File: config.mk
export PLATFORM = sky130hd
export DESIGN_NAME = shift_pipe
export DESIGN_NICKNAME = d
export VERILOG_FILES = /design/src/rtl/shift_pipe_pkg.sv /design/src/rtl/shift_pipe_slice.sv /design/src/rtl/shift_pipe.sv
export SDC_FILE = /design/constraint.sdc
export NUM_CORES = 1
export LEC_CHECK = 0
export ABC_AREA = 1
export ABC_CLOCK_PERIOD_IN_PS = 3800
export CORE_UTILIZATION = 25
export DETAILED_ROUTE_END_ITERATION = 7
export MAX_ROUTING_LAYER = met4
export SKIP_CTS_REPAIR_TIMING = 1
export SYNTH_ARGS = -nofsm -noshare
export SYNTH_HDL_FRONTEND = slang
export SYNTH_SLANG_ARGS = --single-unit
File: constraint.sdc
create_clock -name clk -period 3.8 [get_ports clk]
set_clock_uncertainty 0.15 [all_clocks]
set_input_delay 0.57 -clock clk [delete_from_list [all_inputs] [get_ports clk]]
set_output_delay 0.57 -clock clk [all_outputs]
set_load 0.02 [all_outputs]
File: src/rtl/shift_pipe_pkg.sv
// Shared ALU definitions: operand/shift widths, op encodings, the op decoder
// and the combinational SLL/SRL/SRA shifter blocks.
package shift_pipe_pkg;

  localparam int unsigned ALU_WIDTH = 32;
  localparam int unsigned ALU_SHW   = 5;

  typedef enum logic [1:0] {
    OP_SLL  = 2'b00,
    OP_SRL  = 2'b01,
    OP_SRA  = 2'b10,
    OP_PASS = 2'b11
  } alu_op_e;

  function automatic alu_op_e alu_op_decode(input logic [1:0] op);
    return alu_op_e'(op);
  endfunction

  function automatic logic [ALU_WIDTH-1:0] alu_sll(input logic [ALU_WIDTH-1:0] x,
                                                   input logic [ALU_SHW-1:0]   sh);
    return x << sh;
  endfunction

  function automatic logic [ALU_WIDTH-1:0] alu_srl(input logic [ALU_WIDTH-1:0] x,
                                                   input logic [ALU_SHW-1:0]   sh);
    return x >> sh;
  endfunction

  // Arithmetic right shift: vacated bits take the operand's sign bit.
  function automatic logic [ALU_WIDTH-1:0] alu_sra(input logic [ALU_WIDTH-1:0] x,
                                                   input logic [ALU_SHW-1:0]   sh);
    logic signed [ALU_WIDTH-1:0] xs;
    xs = x;
    return xs >>> sh;
  endfunction

endpackage

File: src/rtl/shift_pipe_slice.sv
// pipe_slice: one valid/ready register stage of parameterised width.
// Ports:
//   clk, rst_n          clock, asynchronous active-low reset
//   in_valid/in_ready   upstream handshake, in_data payload
//   out_valid/out_ready downstream handshake, out_data registered payload
// The stage loads whenever it is empty or its content is leaving this cycle,
// so in_ready never depends on in_valid.
module pipe_slice #(
  parameter int unsigned W = 32
) (
  input  logic         clk,
  input  logic         rst_n,
  input  logic         in_valid,
  output logic         in_ready,
  input  logic [W-1:0] in_data,
  output logic         out_valid,
  input  logic         out_ready,
  output logic [W-1:0] out_data
);

  logic load;

  assign load     = !out_valid || out_ready;
  assign in_ready = load;

  always_ff @(posedge clk or negedge rst_n) begin
    if (!rst_n) begin
      out_valid <= 1'b0;
      out_data  <= '0;
    end else if (load) begin
      out_valid <= in_valid;
      if (in_valid) out_data <= in_data;
    end
  end

endmodule

File: src/rtl/shift_pipe.sv
// shift_pipe: two-stage valid/ready pipelined 32-bit shifter.
// Ports:
//   clk, rst_n            clock, asynchronous active-low reset
//   in_valid/in_ready     request handshake; in_x operand, in_y shift amount
//                         (low SHW bits only), in_op 00 SLL/01 SRL/10 SRA/11 pass
//   out_valid/out_ready   result handshake; out_z registered result
//   occupancy             requests currently held (0..2)
// S1 registers the request, the shift is evaluated between S1 and S2, and S2
// registers the result, so no in_* to out_* combinational path exists.
module shift_pipe
  import shift_pipe_pkg::*;
#(
  parameter int unsigned WIDTH = ALU_WIDTH,
  parameter int unsigned SHW   = ALU_SHW
) (
  input  logic             clk,
  input  logic             rst_n,
  input  logic             in_valid,
  output logic             in_ready,
  input  logic [WIDTH-1:0] in_x,
  input  logic [WIDTH-1:0] in_y,
  input  logic [1:0]       in_op,
  output logic             out_valid,
  input  logic             out_ready,
  output logic [WIDTH-1:0] out_z,
  output logic [1:0]       occupancy
);

  localparam int unsigned S1W = WIDTH + SHW + 2;

  logic [S1W-1:0]       s1_d;
  logic [S1W-1:0]       s1_q;
  logic                 s1_valid;
  logic                 s2_in_ready;
  logic [1:0]           s1_op;
  logic [SHW-1:0]       s1_sh;
  logic [WIDTH-1:0]     s1_x;
  logic [WIDTH-1:0]     shift_res;
  logic [WIDTH-SHW-1:0] unused_y_hi;

  // Upper shift-amount bits are ignored by definition.
  assign unused_y_hi = in_y[WIDTH-1:SHW];

  assign s1_d = {in_op, in_y[SHW-1:0], in_x};
  assign {s1_op, s1_sh, s1_x} = s1_q;

  pipe_slice #(.W(S1W)) u_s1 (
    .clk       (clk),
    .rst_n     (rst_n),
    .in_valid  (in_valid),
    .in_ready  (in_ready),
    .in_data   (s1_d),
    .out_valid (s1_valid),
    .out_ready (s2_in_ready),
    .out_data  (s1_q)
  );

  always_comb begin
    shift_res = s1_x;
    unique case (alu_op_decode(s1_op))
      OP_SLL:  shift_res = alu_sll(s1_x, s1_sh);
      OP_SRL:  shift_res = alu_srl(s1_x, s1_sh);
      OP_SRA:  shift_res = alu_sra(s1_x, s1_sh);
      OP_PASS: shift_res = s1_x;
    endcase
  end

  pipe_slice #(.W(WIDTH)) u_s2 (
    .clk       (clk),
    .rst_n     (rst_n),
    .in_valid  (s1_valid),
    .in_ready  (s2_in_ready),
    .in_data   (shift_res),
    .out_valid (out_valid),
    .out_ready (out_ready),
    .out_data  (out_z)
  );

  assign occupancy = {1'b0, s1_valid} + {1'b0, out_valid};

endmodule
After elaboration in Yosys (flattened, before gate mapping)
Cells that the tools add are included.
- shift operators: 3
- mux-type cells: 1
- add/subtract/negate cells: 1
- equality and inequality tests: 3
- reduce and logical (&&, ||, !) cells: 7
- operators by type and width (cell ; number):
    32-bit one-hot mux with 4 select lines ; 1
    32-bit by 5-bit left shift with 32-bit output ; 1
    32-bit by 5-bit right shift with 32-bit output ; 1
    32-bit by 5-bit >>> shifter with 32-bit output ; 1
    2-bit equality test (second input constant) ; 2
    2-bit AND reduction ; 2
    1-bit by 1-bit adder with 2-bit output ; 1
    2-bit by 1-bit equality test with 1-bit output (second input constant) ; 1
    1-bit logical NOT ; 2
    2-bit logical NOT ; 1
    1-bit logical OR ; 2
- output and inout port bits: 36
- logic and storage cells: 19
- register bits: 73

Longest topological paths before layout
- depth in word-level cells: 4
- mapped depth: 16
- depth with buffers taken out: 15

By module
From an unflattened synthesis, not the netlist that was laid out.
- cells, all modules: 1173
- area total of the unflattened synthesis: 6955.4 um^2
- modules (own cells, without submodules) (module ; area each (um^2) ; instances ; cells an instance ; seq. area each (um^2)):
    shift_pipe ; 4051.4 ; 1 ; 857 ; 0.0
    pipe_slice (u_s1) ; 1566.5 ; 1 ; 173 ; 1001.0
    pipe_slice (u_s2) ; 1337.5 ; 1 ; 143 ; 825.8

Worst setup path before layout
OpenSTA, ideal clock, no wires.
- path kind: input port to flip-flop
- start point: in out_ready
- end point: reg u_s1.out_data[35]
- data arrival time: 1.712 ns
- library setup time: 0.137 ns
- stages on the path: 6
- buffers on the path: 2
- slack: 1.801 ns
- data required time: 3.513 ns
- path through: inv_1 > nand3_1 > nand2_1 > clkbuf_1 > buf_2 > a21oi_1
- cells in the longest elaborated chain, start to end: 3
- RTL lines (element ; RTL line ; RTL):
    start: declaration ; shift_pipe.sv:24 ; input logic out_ready,
    1-bit logical OR (2 in a row) ; shift_pipe_slice.sv:23 ; assign load = !out_valid || out_ready;
    net in_ready ; shift_pipe.sv:19 ; output logic in_ready,
    2-bit AND reduction (no source line) ; - ;
    end signal: assignment ; shift_pipe_slice.sv:32 ; if (in_valid) out_data <= in_data;
    end: declaration ; shift_pipe_slice.sv:18 ; output logic [W-1:0] out_data
The timed path passes the listed nets, and every way through them passes these cells.
A chain may end at the register's enable or synchronous reset.

Worst setup path in the final report
- start point: reg u_s1.out_data[32]
- end point: reg u_s2.out_data[30]
- cells in the longest elaborated chain, start to end: 2
- elaborated cells on any way between the ends: 4
- classes of those cells: shift (3); mux (1)
- RTL lines (element ; RTL line ; RTL):
    32-bit by 5-bit >>> shifter with 32-bit output (tied with other cells) ; shift_pipe_pkg.sv:34 ; return xs >>> sh;
    32-bit one-hot mux with 4 select lines * ; shift_pipe.sv:60 ; unique case (alu_op_decode(s1_op))
    end signal: assignment ; shift_pipe_slice.sv:32 ;
    end: declaration ; shift_pipe_slice.sv:18 ;
Every way passes the cells marked *; elsewhere a longest branch is shown, timed or not.

==> impl_metrics.yaml <==
run_status:
  outcome: "finished, final reports clean"
placed_design:
  dp_cells: 1451
  placed_cell_area_mm2: 0.00779
  place.gp.congestion: 0.986
  io_buffers: 78
  dp_hpwl_um: 21100
die:
  die_h_um: 167
  die_x_um: 167
  start_util_pct: 25.4
  coreArea_mm2: 0.0269
  rows: 60
  io_pins: 106
  die_area_mm2: 0.0280
power:
  p_per_area_mw_per_mm2: 597
  finalPower_mw: 4.88
  p_leak_nw: 3.71
  peakVddDrop_v: 0.000273
setup_path:
  cp_data_required_time_ps: 3950
  end_kind: "register"
  crit_top_cell: "nand2_1"
  crit_chain: "buf_4 -> nand2_1 -> and2_1 -> nand2_1 -> nand3_1 -> and2_1 -> nand2_1 -> nand2_1 -> a21oi_1 -> o211ai_1 -> nand2_1"
  critical-path-max-stage-delay_ps: 770
  critical_path.max_fanout: 16
  crit_type: "reg2reg"
  critPathLaunchType: "register"
  arrival_ps: 2700
  cp_slowest_cell: "dfrtp_1"
synth:
  synth_compound_area_share_pct: 10.4
  synth_edf_count: 0
  synthCells: 1088
  synthArstFlopShare_pct: 100
  synth_fa_ha_area_share_pct: 0.183
  synthesis.area_mm2: 0.00684
  syn_nets: 1159
  syn_avg_cell_area_um2: 6.29
  ys_seq_elements: 73
  synth.lib_cells_used.distinct: 47
  yosysSeqAreaShare_pct: 26.7
  muxShareOfSynthArea_pct: 4.56
  yosys_warnings: 0
  yosys.area_share.simple_pct: 49.1
  synth_top_family_by_area: "simple AND/OR/NAND/NOR gates"
  synthXorXnorAreaFrac_pct: 0
  ys.flop_type: "dfrtp_1"
drt:
  drtIter0Drc: 1055
  avgViaCountPerCell: 5.32
  vias: 7809
  ant_nets: 0
  wl_per_cell_um: 19.4
  routed_wl_um: 28500
  detail_route.first_pass.iterations: 7
  post-route-drc-count: 0
sta:
  period_minus_slack_ps: 2550
  relSlewSlack_pct: 36.0
  worst_pin_slew_ps: 959
  hold_ws_ps: 212
  timing.final.hold_violations: 0
  rsz0062_at_grt: "no"
  finalSetupViolCount: 0
  maxSlewViolCount: 0
  min_period_over_period_pct: 67.1
  max_freq_mhz: 392
  final.setup.tns_ps: 0
clocking:
  htreeDepth: 3
  numCtsBuffers: 9
  clk_pin_slew_ps: 60
  clock-root-buffer: "clkbuf_16"
  clock_latency_ps: 360
  clk_path_buf_depth: 2
  cts.sinks: 73
  cts_tree: "built"
global_routing:
  antenna_found_initial: 0
  grt_most_used_layer: "met2"
  grt_max_degree: 74
  met1_usage_pct: 28.9
  grt_pass1_wl_um: 44100
  gr-total-overflow: 0
  grt_pass1_vias: 7264
  met2_usage_pct: 31.1
  grt.total_usage_pct: 21.5
  grt_use_met3_pct: 3.36
final_layout:
  final_area_mm2: 0.00817
  num_antenna_cells: 0
  drive_gt1_share_pct: 11.4
  final-instance-count-excl-fill: 1467
  nFillCells: 3021
  multi_input_area_mm2: 0.00440
  area_delta_synth_final_pct: 19.4
  regArea_mm2: 0.00183
  fin_nets: 1192
flow_run:
  drv_cap: 0
hold_path:
  hp-class: "in2async"
[power by group]
| group | leakage [nW] | switching, mW | internal [mW] |
|---|---|---|---|
| clock | 0.186 | 0.373 | 0.743 |
| combinational | 2.68 | 1.62 | 0.917 |
| sequential | 0.835 | 0.235 | 0.986 |
[state kept, by name (all words and copies together) (netlist names)]
name            count
u_s1.out_data      39
u_s2.out_valid      1
u_s1.out_valid      1
u_s2.out_data      32
[cells by family after synthesis]
group,after synthesis
fa+ha+maj,1
compound gates,115
buf+inv,122
simple gates,749
mux,28
flops,73
[critical path, delay by kind of cell (launching register included)]
kind	cells	cell delay (ps)
AND/OR/NAND/NOR	8	910
flip-flops	1	770
buffers and inverters	1	350
AO/OA/AOI/OAI	2	320
[metal layers]
metal	part of all wire (%)	wire length, um
met3	8.1	2320
met5	0	0
met1	44	12500
met4	4.8	1380
met2	43	12300
[synthesized netlist by cell type, drive strengths merged (2+ instances only)]
cell	instances	share of area, %
nand4	12	1.1
nor2	84	4.8
o211ai	18	2.1
inv	47	2.8
nand3	267	20
mux2	25	4.1
or2	8	0.73
nand2	357	21
nand3b	2	0.22
o21a	2	0.22
dfrtp	73	27
o21ai	40	3.4
mux2i	3	0.44
nor3	4	0.44
and2	14	1.4
a31oi	4	0.37
a21oi	39	2.9
a22oi	5	0.55
clkbuf	20	1.1
buf	54	5.1
[per-stage QoR]
| step | utilization [%] | setup slack (ps) |
|---|---|---|
| 6_report | 30.4 | 1250 |
| 5_1_grt | 30.4 | 1060 |
| 4_1_cts | 30.4 | 1250 |
| 3_5_place_dp | 29.0 | 1160 |
| 3_3_place_gp | 29.0 | 1160 |
| 2_1_floorplan | - | 1800 |
[cell type report]
class / instances / share of cell area [%]
multi-input combinational: 893 / 53.8
sequential: 73 / 22.4
timing repair buffer: 96 / 11.5
tap: 341 / 5.22
clock buffer: 11 / 3.09
inverter: 48 / 2.42
clock inverter: 5 / 1.53
[path summary, 6_finish.rpt]
check | start | endpoint | slack [ps] | cells after the start
min in group clk | u_s2.out_data[30] | u_s2.out_data[30] | 330 | 2
worst min-delay path | rst_n | u_s1.out_data[20] | 210 | 1
worst min register to register | u_s2.out_data[30] | u_s2.out_data[30] | 330 | 2
worst max-delay path | u_s1.out_data[32] | u_s2.out_data[30] | 1250 | 11
worst max register to register | u_s1.out_data[32] | u_s2.out_data[30] | 1250 | 11
max in group asynchronous | rst_n | u_s1.out_data[35] | 2620 | 1
[layout by cell type, fill, tap and decap left out, drive strengths merged, types with 2 or more instances in the layout]
cell type	n
a21oi	39
a22oi	5
a31oi	4
and2	14
buf	19
bufinv	4
clkbuf	11
clkdlybuf4s50	77
clkinv	2
dfrtp	73
inv	47
mux2	25
mux2i	3
nand2	357
nand3	267
nand3b	2
nand4	12
nor2	84
nor3	4
o211ai	18
o21a	2
o21ai	40
or2	8
Power figures use the tool's default switching activity.
